**config.mk**
```make
export PLATFORM = sky130hd
export DESIGN_NAME = bram_capture_ctrl
export DESIGN_NICKNAME = d
export VERILOG_FILES = /design/src/rtl/bram_capture_ctrl.sv
export SDC_FILE = /design/constraint.sdc
export NUM_CORES = 1
export LEC_CHECK = 0
export ABC_AREA = 1
export BUFFER_PORTS_ARGS = -buffer_cell sky130_fd_sc_hd__clkbuf_2
export CAP_MARGIN = 0
export CORE_MARGIN = 1.5
export CORE_UTILIZATION = 55
export CTS_CLUSTER_DIAMETER = 30
export DETAILED_ROUTE_END_ITERATION = 8
export HOLD_SLACK_MARGIN = 0.1
export PLACE_DENSITY = 0.83
export SLEW_MARGIN = 20
export SYNTH_ARGS = -nofsm -noshare
export SYNTH_HDL_FRONTEND = slang
export SYNTH_SLANG_ARGS = --single-unit
```
**constraint.sdc**
```tcl
create_clock -name clk -period 4.4 [get_ports clk]
set_clock_uncertainty 0.15 [all_clocks]
set_input_delay 0.22 -clock clk [delete_from_list [all_inputs] [get_ports clk]]
set_output_delay 0.22 -clock clk [all_outputs]
set_load 0.01 [all_outputs]
```
**src/rtl/bram_capture_ctrl.sv**
```systemverilog
// Capture controller: arm on start_acq, wait for an optional trigger and a post-trigger
// delay, then write exactly 2^BRAM_WIDTH valid samples into a single-port BRAM.
module bram_capture_ctrl #(
    parameter int BRAM_WIDTH  = 13,
    parameter int DATA_WIDTH  = 32,
    parameter int DELAY_WIDTH = 16
) (
    input  logic                   clk,
    input  logic                   rst,
    input  logic                   start_acq,
    input  logic                   trig_en,
    input  logic                   trig,
    input  logic [DELAY_WIDTH-1:0] delay,
    input  logic [DATA_WIDTH-1:0]  din,
    input  logic                   din_valid,
    output logic [BRAM_WIDTH-1:0]  bram_addr,
    output logic [DATA_WIDTH-1:0]  bram_wdata,
    output logic                   bram_we,
    output logic                   busy,
    output logic                   done,
    output logic [1:0]             state
);

    typedef enum logic [1:0] {
        ST_IDLE    = 2'd0,
        ST_ARMED   = 2'd1,
        ST_DELAY   = 2'd2,
        ST_CAPTURE = 2'd3
    } state_t;

    state_t                 state_q, state_d;
    logic [BRAM_WIDTH-1:0]  ptr_q, ptr_d;
    logic [DELAY_WIDTH-1:0] cnt_q, cnt_d;
    logic                   trig_d_q;
    logic [BRAM_WIDTH-1:0]  bram_addr_q, bram_addr_d;
    logic [DATA_WIDTH-1:0]  bram_wdata_q, bram_wdata_d;
    logic                   bram_we_q, bram_we_d;
    logic                   done_q, done_d;
    logic                   trig_edge;

    assign trig_edge = trig & ~trig_d_q;

    // NOTE: every _d gets a default first so no path through the case leaves it unassigned (no latches).
    always_comb begin
        state_d      = state_q;
        ptr_d        = ptr_q;
        cnt_d        = cnt_q;
        bram_addr_d  = bram_addr_q;
        bram_wdata_d = bram_wdata_q;
        bram_we_d    = 1'b0;
        done_d       = done_q;

        if (start_acq) begin
            // A new arm wins over everything, including the last write of a capture.
            state_d = ST_ARMED;
            done_d  = 1'b0;
            ptr_d   = '0;
        end else begin
            unique case (state_q)
                ST_IDLE: ;
                ST_ARMED: begin
                    if (!trig_en || trig_edge) begin
                        if (delay == '0) begin
                            state_d = ST_CAPTURE;
                        end else begin
                            cnt_d   = delay - DELAY_WIDTH'(1);
                            state_d = ST_DELAY;
                        end
                    end
                end
                ST_DELAY: begin
                    if (cnt_q == '0) state_d = ST_CAPTURE;
                    else             cnt_d   = cnt_q - DELAY_WIDTH'(1);
                end
                ST_CAPTURE: begin
                    if (din_valid) begin
                        bram_we_d    = 1'b1;
                        bram_addr_d  = ptr_q;
                        bram_wdata_d = din;
                        ptr_d        = ptr_q + BRAM_WIDTH'(1);
                        if (&ptr_q) begin
                            state_d = ST_IDLE;
                            done_d  = 1'b1;
                        end
                    end
                end
                default: state_d = ST_IDLE;
            endcase
        end
    end

    // NOTE: sequential state uses non-blocking assignments only; reset is synchronous here.
    always_ff @(posedge clk) begin
        if (rst) begin
            state_q      <= ST_IDLE;
            ptr_q        <= '0;
            cnt_q        <= '0;
            trig_d_q     <= 1'b0;
            bram_addr_q  <= '0;
            bram_wdata_q <= '0;
            bram_we_q    <= 1'b0;
            done_q       <= 1'b0;
        end else begin
            state_q      <= state_d;
            ptr_q        <= ptr_d;
            cnt_q        <= cnt_d;
            trig_d_q     <= trig;
            bram_addr_q  <= bram_addr_d;
            bram_wdata_q <= bram_wdata_d;
            bram_we_q    <= bram_we_d;
            done_q       <= done_d;
        end
    end

    assign bram_addr  = bram_addr_q;
    assign bram_wdata = bram_wdata_q;
    assign bram_we    = bram_we_q;
    assign done       = done_q;
    assign busy       = (state_q != ST_IDLE);
    assign state      = state_q;

endmodule

```
==> impl_results.md <==
* H-tree depth at 3
* Register area at 1580 µm²
* Pwr Total at 1.48 mW
* Seq/Total Area, Yosys at 0.413
* CP most frequent cell: nand2_1
* CTS tree: yes
* WP data arrival at 2660 ps
* Grt total ovfl at 0
* Slowest cell on the critical path: dfxtp_1
* Ys Warns at 0
* Clk slew on worst S/H paths at 80 ps
* Hold WC Path Type: input pin to register
* Relative slew slack at 0.519
* Die Width at between 80 and 90 µm
* DRC at 0
* Final Cell Area at 4890 µm²
* Number of synthesized flops with an enable pin at 0
* Sink Count at 79
* Leak at 2.38 nW
* Vias at 4,152
* CTS buffer count at 9
* Crit end category: register
* Worst Path Required at 4480 ps
* Mapped cell area at roughly 3800 µm²
* Worst path bufs/invs at 2
* Area delta synth->final at 27.7%
* Fillers at 524
* Die height at 86.4 µm
* Outcome: completed
* Main synth FF type: dfxtp_1
* Placed Area at about 4300 µm²
* Worst-path fanout max at 24
* Post-Syn Nets at 627
* Share of the synthesized area in the top cell type at 0.413
* Yosys reg bits at 79
* Maximum Capacitance Violations at 0
* IO Port Bufs at 103
* Final period utilization at 0.586
* Final setup vio count at 0
* Unrepaired setup endpoints after global routing: false
* Detailed Route WL at roughly 11,000 µm
* Dpl hpwl at around 6800 µm
* Fin Hold WS at roughly 170 ps
* Share of cells above drive strength 1 at 0.214
* Final Max Slew Viols at 0
* WL/cell at 13.9 µm
* Pwr dens at 303 nW/µm²
* Clock Latency Late Sink at 340 ps
* Worst path top cell family by delay: simple AND/OR/NAND/NOR gates
* Synth area leaders: dfxtp_1, nor2_1, nand2_1, o21ai_0, inv_1
* Antenna violations before repair at 0
* Max incr delay on CP at around 760 ps
* Via-to-Cell Ratio at 5.28
* # rows at 30
* Setup crit start kind: register
* Total track usage at 0.299
* Post-CTS Setup Bufs at 0
* Pin count of the biggest net entering global routing at 53
* Boundary pin count at 104
* Antenna Nets Post-Route at 0
* CTS Buffer Depth at 2
* Final Hold Violating Endpoints at 0
* Number of global-route vias before repair at 3,901
* Fmax at 388 MHz
* Initial DRC Count at 213
* Core ar. at 6760 µm²
* Syn_area_per_cell at 6.70 µm²
* Most instantiated library cell after synthesis: nor2_1
* Fin crit period at 2580 ps
* Commonest cells post-synth: nor2_1, nand2_1, dfxtp_1
* Post-synthesis cell count at 571
* Yosys cell types at 33
* Sum Neg Setup Slack at 0 ps
* Final core utilization at 0.723
* Biggest area consumer among synthesized cells: dfxtp_1
* # nets final at 757
* RePlAce Congestion at around 0.97
* Critical Setup Path Class: register to register
* Footprint of the multi-input gates at 1910 µm²
* Root Buffer: clkbuf_8
* Global-route wire length before repair at 17,900 µm
* CP Cell Sequence: inv_2, nor2_1, nand2_1, nand2_1, nand2_1, clkinv_1, nand2_1, nand2_1, nor2_1
* Cts repair resizes at 0
* Max VDD drop at 0.221 mV
* ANT cells at 0
* Initial core utilization at 0.566
* Asr flop ratio synth at 0
* DRT Pass-1 Iters at 5
* Die area at 7470 µm²
* Worst Tran Pin Value at 721 ps
## metrics by stage
step,instances,setup slack (ps)
2_1_floorplan,571,2540
3_5_place_dp,734,1870
3_3_place_gp,734,2040
4_1_cts,786,1860
5_1_grt,786,1580
6_report,786,1820
## logic make-up (layout without fill, tap and decap cells)
| kind of cell | after synthesis | after routing | share of synthesized area |
|---|---|---|---|
| and+or+nand+nor | 317 | 317 | 0.358 |
| buffers and inverters | 80 | 215 | 0.0886 |
| xor gates and xnor gates | 9 | 9 | 0.0206 |
| AOI/OAI and AO/OA | 84 | 84 | 0.113 |
| adders and majority gates | 2 | 2 | 0.00654 |
| DFF | 79 | 79 | 0.413 |
## sequential cells by signal, indices dropped and copies added (netlist names)
register    count
bram_addr      13
bram_wdata     32
bram_we         1
cnt_q          16
done            1
ptr_q          13
state           2
trig_d_q        1
## power by group
part | switching (mW) | internal [mW]
combinational | 0.125 | 0.0898
clock | 0.261 | 0.261
sequential | 0.0134 | 0.732
total | 0.400 | 1.08
## metal layers
layer  global-route usage  up-vias  part of all wire
li1                     -     2046                 -
met1                0.359     1907              0.41
met2                0.529      174              0.50
met3               0.0676       25             0.063
met4               0.0968        0             0.021
met5                    0        -                 0
## worst paths after layout
kind | start | endpoint | slack, ps | cells after the start
max reg2reg | state[1] | cnt_q[1] | 1820 | 9
max | state[1] | cnt_q[1] | 1820 | 9
min | din_valid | ptr_q[1] | 170 | 3
min reg2reg | done | done | 330 | 2
## cell usage in the layout, fill, tap and decap left out, types with 3 or more instances in the layout
cell / netlist / layout
a21oi_1: 21 / 21
clkbuf_2: 0 / 103
clkbuf_8: 0 / 9
clkinv_2: 0 / 3
dfxtp_1: 79 / 79
dlygate4sd3_1: 0 / 36
inv_1: 52 / 51
inv_2: 4 / 5
nand2_1: 102 / 102
nand2_2: 9 / 9
nand2_4: 5 / 5
nand3_1: 22 / 22
nand4_1: 8 / 8
nor2_1: 152 / 152
nor2_2: 4 / 4
nor2_4: 4 / 4
nor3_1: 5 / 5
o21ai_0: 57 / 57
xnor2_1: 4 / 4
xor2_1: 5 / 5
## timing repair
item / in CTS / in global routing
setup endpoints to repair: 0 / 0
hold endpoints to repair: 37 / 0
hold buffers: 36 / 0
## final cells by class
cell class,count,share of cell area
clock buffers,10,0.0261
clock inverters,6,0.0125
inverters,58,0.0446
multi-input cells,412,0.390
flip-flops and latches,79,0.324
well taps,80,0.0205
repair buffers,141,0.182
## worst reg2reg max path, cell delays in order, from the launching register on
cell	delay, ps
dfxtp_1	760
inv_2	130
nor2_1	280
nand2_1	140
nand2_1	90
nand2_1	390
clkinv_1	340
nand2_1	90
nand2_1	70
nor2_1	40
(Power assumes the default switching activity.)
